## config.mk

```make
export PLATFORM = sky130hd
export DESIGN_NAME = rr_mux2_arbiter_flat
export DESIGN_NICKNAME = d
export VERILOG_FILES = /design/src/rtl/rr_mux2_arbiter_if.sv /design/src/rtl/rr_mux2_arbiter.sv /design/src/flat_wrapper.sv
export SDC_FILE = /design/constraint.sdc
export NUM_CORES = 1
export LEC_CHECK = 0
export CAP_MARGIN = 20
export CORE_MARGIN = 4
export CORE_UTILIZATION = 50
export DETAILED_ROUTE_END_ITERATION = 16
export GPL_ROUTABILITY_DRIVEN = 0
export GPL_TIMING_DRIVEN = 1
export PLACE_DENSITY = 0.8
export SLEW_MARGIN = 0
export SYNTH_ARGS = -nofsm -noshare
export SYNTH_HDL_FRONTEND = slang
export SYNTH_SLANG_ARGS = --single-unit
```

## constraint.sdc

```tcl
create_clock -name clk -period 1.8 [get_ports clk]
set_input_delay 0.36 -clock clk [delete_from_list [all_inputs] [get_ports clk]]
set_output_delay 0.36 -clock clk [all_outputs]
set_load 0.05 [all_outputs]
```

## src/rtl/rr_mux2_arbiter_if.sv

```systemverilog
// Handshake bundle for the round-robin mux front end: two producer streams in,
// one registered consumer stream out, plus the combinational mux select.
interface rr_mux2_arbiter_if #(
    parameter int WIDTH = 2
);
    logic             a_valid;
    logic             a_ready;
    logic [WIDTH-1:0] a_data;
    logic             b_valid;
    logic             b_ready;
    logic [WIDTH-1:0] b_data;
    logic             sel;
    logic             z_valid;
    logic             z_ready;
    logic [WIDTH-1:0] z_data;
    logic             z_src;

    modport master (
        output a_valid, a_data, b_valid, b_data, z_ready,
        input  a_ready, b_ready, sel, z_valid, z_data, z_src
    );

    modport slave (
        input  a_valid, a_data, b_valid, b_data, z_ready,
        output a_ready, b_ready, sel, z_valid, z_data, z_src
    );
endinterface

```

## src/rtl/rr_mux2_arbiter.sv

```systemverilog
// Two small FIFOs (A, B) feeding a round-robin grant into a registered
// valid/ready output stage; sel is the live grant for the downstream mux.
module rr_mux2_arbiter #(
    parameter int WIDTH = 2,
    parameter int DEPTH = 2
) (
    input  logic               clk,
    input  logic               rst,
    rr_mux2_arbiter_if.slave   bus
);
    localparam int PW = (DEPTH > 1) ? $clog2(DEPTH) : 1;
    localparam int CW = $clog2(DEPTH + 1);

    logic [WIDTH-1:0] r_mem  [2][DEPTH];
    logic [PW-1:0]    r_wptr [2];
    logic [PW-1:0]    r_rptr [2];
    logic [CW-1:0]    r_cnt  [2];
    logic             r_last;
    logic             r_z_valid;
    logic [WIDTH-1:0] r_z_data;
    logic             r_z_src;

    logic [WIDTH-1:0] w_in_data [2];
    logic [WIDTH-1:0] w_head    [2];
    logic [1:0]       w_in_valid;
    logic [1:0]       w_ready;
    logic [1:0]       w_ne;
    logic [1:0]       w_push;
    logic [1:0]       w_pop;
    logic             w_load;
    logic             w_gnt;
    logic             w_gnt_vld;

    assign w_in_data[0] = bus.a_data;
    assign w_in_data[1] = bus.b_data;
    assign w_in_valid   = {bus.b_valid, bus.a_valid};

    // Ready looks only at occupancy, so a full FIFO refuses a push even while it pops.
    always_comb begin
        w_ready = '0;
        w_ne    = '0;
        for (int i = 0; i < 2; i++) begin
            w_ready[i] = (r_cnt[i] != CW'(DEPTH));
            w_ne[i]    = (r_cnt[i] != '0);
            w_head[i]  = r_mem[i][r_rptr[i]];
        end
    end

    assign w_push = w_in_valid & w_ready;
    assign w_load = ~r_z_valid | bus.z_ready;

    always_comb begin
        w_gnt = r_last;
        if (w_ne[0] && w_ne[1])
            w_gnt = ~r_last;
        else if (w_ne[0])
            w_gnt = 1'b0;
        else if (w_ne[1])
            w_gnt = 1'b1;
    end

    assign w_gnt_vld = w_load & (|w_ne);
    assign w_pop     = w_gnt_vld ? (w_gnt ? 2'b10 : 2'b01) : 2'b00;

    always_ff @(posedge clk) begin
        for (int i = 0; i < 2; i++) begin
            if (w_push[i])
                r_mem[i][r_wptr[i]] <= w_in_data[i];
        end
    end

    always_ff @(posedge clk or posedge rst) begin
        if (rst) begin
            for (int i = 0; i < 2; i++) begin
                r_wptr[i] <= '0;
                r_rptr[i] <= '0;
                r_cnt[i]  <= '0;
            end
        end else begin
            for (int i = 0; i < 2; i++) begin
                if (w_push[i])
                    r_wptr[i] <= (r_wptr[i] == PW'(DEPTH - 1)) ? '0 : r_wptr[i] + 1'b1;
                if (w_pop[i])
                    r_rptr[i] <= (r_rptr[i] == PW'(DEPTH - 1)) ? '0 : r_rptr[i] + 1'b1;
                case ({w_push[i], w_pop[i]})
                    2'b10:   r_cnt[i] <= r_cnt[i] + CW'(1);
                    2'b01:   r_cnt[i] <= r_cnt[i] - CW'(1);
                    default: r_cnt[i] <= r_cnt[i];
                endcase
            end
        end
    end

    // last resets to B so that A wins the first tie.
    always_ff @(posedge clk or posedge rst) begin
        if (rst) begin
            r_z_valid <= 1'b0;
            r_z_data  <= '0;
            r_z_src   <= 1'b0;
            r_last    <= 1'b1;
        end else if (w_load) begin
            if (w_gnt_vld) begin
                r_z_valid <= 1'b1;
                r_z_data  <= w_head[w_gnt];
                r_z_src   <= w_gnt;
                r_last    <= w_gnt;
            end else begin
                r_z_valid <= 1'b0;
            end
        end
    end

    assign bus.a_ready = w_ready[0];
    assign bus.b_ready = w_ready[1];
    assign bus.sel     = w_gnt;
    assign bus.z_valid = r_z_valid;
    assign bus.z_data  = r_z_data;
    assign bus.z_src   = r_z_src;
endmodule
```

## src/flat_wrapper.sv

```systemverilog
// flat-port wrapper written by rule: the top's interface ports become plain ports
module rr_mux2_arbiter_flat 
#(
    parameter int WIDTH = 2,
    parameter int DEPTH = 2
)
  (clk, rst, bus_a_valid, bus_a_data, bus_b_valid, bus_b_data, bus_z_ready, bus_a_ready, bus_b_ready, bus_sel, bus_z_valid, bus_z_data, bus_z_src);
  rr_mux2_arbiter_if #(.WIDTH(WIDTH)) bus_i ();
  input  logic clk;
  input  logic rst;
  input wire logic [$bits(bus_i.a_valid)-1:0] bus_a_valid;
  input wire logic [$bits(bus_i.a_data)-1:0] bus_a_data;
  input wire logic [$bits(bus_i.b_valid)-1:0] bus_b_valid;
  input wire logic [$bits(bus_i.b_data)-1:0] bus_b_data;
  input wire logic [$bits(bus_i.z_ready)-1:0] bus_z_ready;
  output wire logic [$bits(bus_i.a_ready)-1:0] bus_a_ready;
  output wire logic [$bits(bus_i.b_ready)-1:0] bus_b_ready;
  output wire logic [$bits(bus_i.sel)-1:0] bus_sel;
  output wire logic [$bits(bus_i.z_valid)-1:0] bus_z_valid;
  output wire logic [$bits(bus_i.z_data)-1:0] bus_z_data;
  output wire logic [$bits(bus_i.z_src)-1:0] bus_z_src;
  assign bus_i.a_valid = bus_a_valid;
  assign bus_i.a_data = bus_a_data;
  assign bus_i.b_valid = bus_b_valid;
  assign bus_i.b_data = bus_b_data;
  assign bus_i.z_ready = bus_z_ready;
  assign bus_a_ready = bus_i.a_ready;
  assign bus_b_ready = bus_i.b_ready;
  assign bus_sel = bus_i.sel;
  assign bus_z_valid = bus_i.z_valid;
  assign bus_z_data = bus_i.z_data;
  assign bus_z_src = bus_i.z_src;
  rr_mux2_arbiter #(.WIDTH(WIDTH), .DEPTH(DEPTH)) u_core (.clk(clk), .rst(rst), .bus(bus_i));
endmodule
```

==> reports/metrics.yaml, run 1 <==
setup_path:
  crit_family: "flip-flops"
  slowest_stage: "dfrtp_1"
  cp_max_fo: 5
  worst-path-stages: 4
  required_ns: 1.44
  r2r_cells: 6
  r2r-start: "u_core.r_cnt[2]"
  crit_arrival_ns: 1.38
  cp-start-kind: "flop"
  max_stage_delay_ns: 0.40
  path_cells: "buf_4 > o21a_4 > nor2_2 > buf_12"
  path_buf_inv: 2
  endpoint_kind: "output pin"
  ff2ff_setup_slack_ns: 0.09
  timing.rr.end: "u_core.r_cnt[3]"
  crit_type: "flop to output pin"
sta:
  fmax_mhz: 576.2
  setup_violations: 0
  drv_slew: 0
  finalHoldViolCount: 0
  slew_headroom: 0.6542
  finClkSkew_ns: 0.004765
  whs_ns: 0.3716
  period_minus_slack_ns: 1.735
  worstMarginPinSlew_ns: 0.5140
  finalCritPeriodShare: 0.9641
placement:
  portBuffers: 15
  dp_hpwl_um: 1262
synthesis:
  syn_area_per_cell_um2: 12.75
  synthCells: 75
  ys_seq_area_frac: 0.5929
  synth_seq_cells: 21
  yosys_warnings: 0
  netlist_area_um2: 955.9
  yosysUniqueCellTypes: 26
  synth_fp_nets: 86
clock_network:
  clk_latency_ns: 0.29
  ctsHoldBuffers: 0
  cts_buffers: 3
  cts_sinks: 21
  cts_root_buffer: "clkbuf_4"
  htree_levels: 1
  post_cts_buffers: 0
  cts_tree: "built"
  clk_pin_slew_ns: 0.11
  clockBufferDepth: 2
cells_and_area:
  nFillCells: 143
  postLayoutCoreUtil: 0.6801
  antenna_cells: 0
  layout_common_cells: "dfrtp_1, clkdlybuf4s50_1, edfxtp_1, xnor2_1, buf_4"
  nNetsFinal: 107
  layout-drive-gt1-share: 0.2421
  multi_input_area_um2: 374.1
  syn_to_final_growth_pct: 25.52
  final_common_cell: "dfrtp_1"
  area.sequential_um2: 568.0
floorplanning:
  die_h_um: 51.73
  io_pins: 16
  start_util: 0.5418
  rows: 15
  core_mm2: 0.001764
  dieArea_mm2: 0.002675
  die_x_um: 51.73
routing:
  vias: 601
  drt_pre_antenna_iters: 4
  postRouteAntennaNets: 0
  drc: 0
  avgRoutedWirePerCell_um: 13.11
  drt_iter0_markers: 3
  wirelength_um: 1573
  viasPerCell: 5.008
run_status:
  status: "completed"
power:
  ir_drop_mv: 1.220
  p_leak_nw: 0.4819
  p_total_mw: 2.402
  power_per_cell_area_mw_per_mm2: 2002
global_routing:
  grt_pass1_wl_um: 2684
  first_global_vias: 604
  grt-ovfl-total: 0
  grt_max_degree: 14
  antenna_found_initial: 0
  grt_use_total: 0.1319
job:
  drv_cap: 0
hold_path:
  hold_path_class: "primary input to async pin"
==> cells in the mapped netlist <==
library cell | n | area, um^2
buf_6 | 2 | 22.52
or2_4 | 1 | 8.760
a21o_2 | 2 | 17.52
or2_2 | 1 | 6.260
nand2b_1 | 3 | 18.77
dfrtp_1 | 12 | 300.3
edfxtp_1 | 8 | 240.2
nor2_1 | 6 | 22.52
a211oi_4 | 1 | 20.02
nor4_1 | 1 | 6.260
o21a_1 | 1 | 7.510
nor3_1 | 1 | 5.000
dfstp_2 | 1 | 26.28
xor2_1 | 3 | 26.28
a221oi_1 | 2 | 17.52
xnor2_1 | 7 | 61.31
inv_1 | 2 | 7.510
and3_1 | 2 | 12.51
o31ai_1 | 2 | 15.01
nand2_1 | 3 | 11.26
a2111oi_0 | 2 | 17.52
o211ai_1 | 1 | 7.510
or3_1 | 1 | 6.260
ha_1 | 2 | 25.02
o21ai_0 | 3 | 15.01
nor2b_1 | 5 | 31.28
==> through the flow <==
stage / setup slack (ns) / instances / TNS, ns / cell area, um^2
floorplan: 0.05824 / 75 / 0 / 955.9
global placement: -0.04265 / 116 / -0.04265 / 1157
detailed placement: -0.1175 / 116 / -0.1793 / 1157
CTS: 0.03805 / 120 / 0 / 1186
global route: -0.02574 / 120 / -0.02574 / 1200
finish: 0.06463 / 120 / 0 / 1200
==> cells by family after synthesis <==
| kind of cell | synth area share |
|---|---|
| DFF | 0.5929 |
| AOI/OAI and AO/OA | 0.1230 |
| and+or+nand+nor | 0.1348 |
| xor gates and xnor gates | 0.09163 |
| buffers and inverters | 0.03141 |
| adders and majority gates | 0.02617 |
==> what timing repair did <==
item,CTS,global route
pin swaps,0,1
resized for setup,1,3
endpoints found under the setup margin,1,1
==> layout make-up <==
class                           count  share of cell area
Multi-Input combinational cell     50              0.3118
Sequential cell                    21              0.4734
Inverter                            2            0.006257
Clock buffer                        4             0.02190
Tap cell                           25             0.02607
Timing Repair Buffer               18              0.1606
==> worst max-delay path by stage <==
| stage | start | end | slack [ns] |
|---|---|---|---|
| finish | u_core.r_cnt[3] | bus_sel | 0.06 |
| global route | u_core.r_cnt[1] | u_core.r_cnt[3] | -0.03 |
| CTS | u_core.r_cnt[0] | bus_sel | 0.04 |
| detailed placement | bus_z_ready | u_core.r_cnt[3] | -0.12 |
| global placement | bus_z_ready | u_core.r_cnt[3] | -0.04 |
| floorplan | u_core.r_cnt[0] | u_core.r_cnt[1] | 0.06 |
==> per-layer routing <==
metal / track usage / part of all wire / up-vias
li1: - / - / 307
met5: 0 / 0 / -
met2: 0.2097 / 0.51 / 7
met3: 0.02006 / 0.034 / 2
met1: 0.1822 / 0.45 / 285
met4: 0.04803 / 0.0076 / 0
==> flip-flops by register name, summed over array words and instances, names as in the netlist <==
name	count
u_core.bus.z_data	2
u_core.bus.z_src	1
u_core.bus.z_valid	1
u_core.r_cnt	4
u_core.r_last	1
u_core.r_mem	8
u_core.r_rptr	2
u_core.r_wptr	2
==> power breakdown <==
group | leakage [nW] | switching, mW | internal (mW)
clock network | 0.0150 | 0.129 | 0.0861
logic | 0.245 | 0.686 | 0.601
registers | 0.222 | 0.191 | 0.710
(Power assumes the default switching activity.)
==> run 2, diff against run 1 <==
REMOVE_ABC_BUFFERS = 1   (was unset)
==> reports/metrics.yaml, run 2 (synthesis gave the netlist of run 1 again) <==
setup_path:
  crit_arrival_ns: 1.38  # about the same
  cp-start-kind: "flop"  # unchanged
  cp_max_fo: 7  # was 5
  endpoint_kind: "output pin"  # unchanged
  ff2ff_setup_slack_ns: 0.14  # was 0.09 ns
  required_ns: 1.44  # about the same
  crit_type: "flop to output pin"  # unchanged
  r2r-start: "u_core.r_cnt[2]"  # unchanged
  timing.rr.end: "u_core.r_cnt[1]"  # was u_core.r_cnt[3]
  r2r_cells: 5  # was 6
global_routing:
  antenna_found_initial: 0  # unchanged
  grt_max_degree: 14  # unchanged
  grt-ovfl-total: 0  # unchanged
  grt_use_total: 0.1252  # was 0.1319
  first_global_vias: 567  # was 604
  grt_pass1_wl_um: 2477  # was 2684 um
clock_network:
  clk_pin_slew_ns: 0.11  # about the same
  cts_tree: "built"  # unchanged
  cts_root_buffer: "clkbuf_4"  # unchanged
  ctsHoldBuffers: 0  # unchanged
  cts_buffers: 3  # unchanged
  clk_latency_ns: 0.29  # about the same
  clockBufferDepth: 2  # unchanged
  cts_sinks: 21  # unchanged
  htree_levels: 1  # unchanged
floorplanning:
  rows: 15  # unchanged
  die_x_um: 51.73  # unchanged
  io_pins: 16  # unchanged
  die_h_um: 51.73  # unchanged
  start_util: 0.5418  # unchanged
  core_mm2: 0.001764  # unchanged
  dieArea_mm2: 0.002675  # unchanged
placement:
  post-place-ws_ns: -0.07472  # was -0.1175 ns
  dpl_cell_area_mm2: 0.001157  # unchanged
  place_inst: 116  # unchanged
  portBuffers: 15  # unchanged
  dp_hpwl_um: 1206  # was 1262 um
routing:
  avgRoutedWirePerCell_um: 12.55  # was 13.11 um
  wirelength_um: 1506  # was 1573 um
  drc: 0  # unchanged
  viasPerCell: 4.942  # was 5.008
  drt_pre_antenna_iters: 2  # was 4
  vias: 593  # was 601
  postRouteAntennaNets: 0  # unchanged
  drt_iter0_markers: 8  # was 3
job:
  drv_cap: 0  # unchanged
sta:
  fmax_mhz: 574.8  # was 576.2 MHz
  setup_slack_ns: 0.06025  # was 0.06463 ns
  drv_slew: 0  # unchanged
  slew_headroom: 0.6447  # was 0.6542
  setup_violations: 0  # unchanged
  period_minus_slack_ns: 1.740  # was 1.735 ns
  worstMarginPinSlew_ns: 0.5281  # was 0.5140 ns
  finalCritPeriodShare: 0.9665  # was 0.9641
  finClkSkew_ns: 0.006173  # was 0.004765 ns
  whs_ns: 0.3635  # was 0.3716 ns
  finalHoldViolCount: 0  # unchanged
cells_and_area:
  layout-drive-gt1-share: 0.2316  # was 0.2421
  stdcell_count: 120  # unchanged
  final_common_cell: "dfrtp_1"  # unchanged
  largest_reg_flops: 8  # unchanged
  antenna_cells: 0  # unchanged
  fin_area_mm2: 0.001192  # was 0.001200 mm^2
  layout_common_cells: "dfrtp_1, clkdlybuf4s50_1, edfxtp_1, xnor2_1, buf_4"  # unchanged
  postLayoutCoreUtil: 0.6759  # was 0.6801
  nNetsFinal: 107  # unchanged
  syn_to_final_growth_pct: 24.74  # was 25.52%
power:
  power_per_cell_area_mw_per_mm2: 1989  # was 2002 mW/mm^2
  p_leak_nw: 0.4837  # was 0.4819 nW
  ir_drop_mv: 1.082  # was 1.220 mV
hold_path:
  hold_path_class: "primary input to async pin"  # unchanged
run_status:
  status: "completed"  # unchanged
## run 2: worst max path at each step
stage / start / end / slack [ns] / depth (start not counted)
global route: u_core.r_last / bus_sel / -0.00006 / 3
finish: u_core.r_last / bus_sel / 0.06 / 3
detailed placement: bus_z_ready / u_core.r_cnt[3] / -0.07 / 7
CTS: u_core.r_cnt[0] / bus_sel / 0.04 / 3
global placement: bus_z_ready / u_core.r_cnt[3] / -0.04 / 7
floorplan: u_core.r_cnt[2] / u_core.r_cnt[3] / 0.04 / 5
## run 2: metal layers
metal,share of wire,vias to the layer above,track usage
met5,0,-,0
met4,0.023,0,0.05677
met3,0.042,4,0.03725
met2,0.48,12,0.1928
met1,0.46,270,0.1617
li1,-,307,-
## run 2: layout make-up
| cell class | instances | area [um^2] |
|---|---|---|
| inverters | 2 | 7.507 |
| well taps | 25 | 31.28 |
| fillers | 139 | 571.8 |
| multi-input cells | 50 | 366.6 |
| repair buffers | 18 | 192.7 |
| clock inverters | 1 | 5.005 |
| clock buffers | 3 | 22.52 |
| flip-flops and latches | 21 | 566.8 |
## run 2: where the power goes
| group | switching [mW] | total (mW) | internal, mW |
|---|---|---|---|
| combinational | 0.676 | 1.26 | 0.588 |
| clock | 0.128 | 0.211 | 0.0826 |
| sequential | 0.189 | 0.896 | 0.707 |
| total | 0.993 | 2.37 | 1.38 |
## run 2: repair_timing
item,in CTS,in global routing
resized for setup,1,1
pin swaps,0,1
setup endpoints to repair,1,1
setup buffers,0,0
## run 2: critical path, cell delays in order, from the launching register on
cell     delay, ns
dfstp_2       0.64
o21a_1        0.23
nor2_2        0.07
buf_12        0.15
## run 2: metrics by stage
| step | TNS (ns) | power (mW) |
|---|---|---|
| floorplan | 0 | 1.700 |
| global placement | -0.04054 | 2.123 |
| detailed placement | -0.1101 | 2.158 |
| CTS | 0 | 2.378 |
| global route | -0.00006406 | 2.535 |
| finish | 0 | 2.371 |
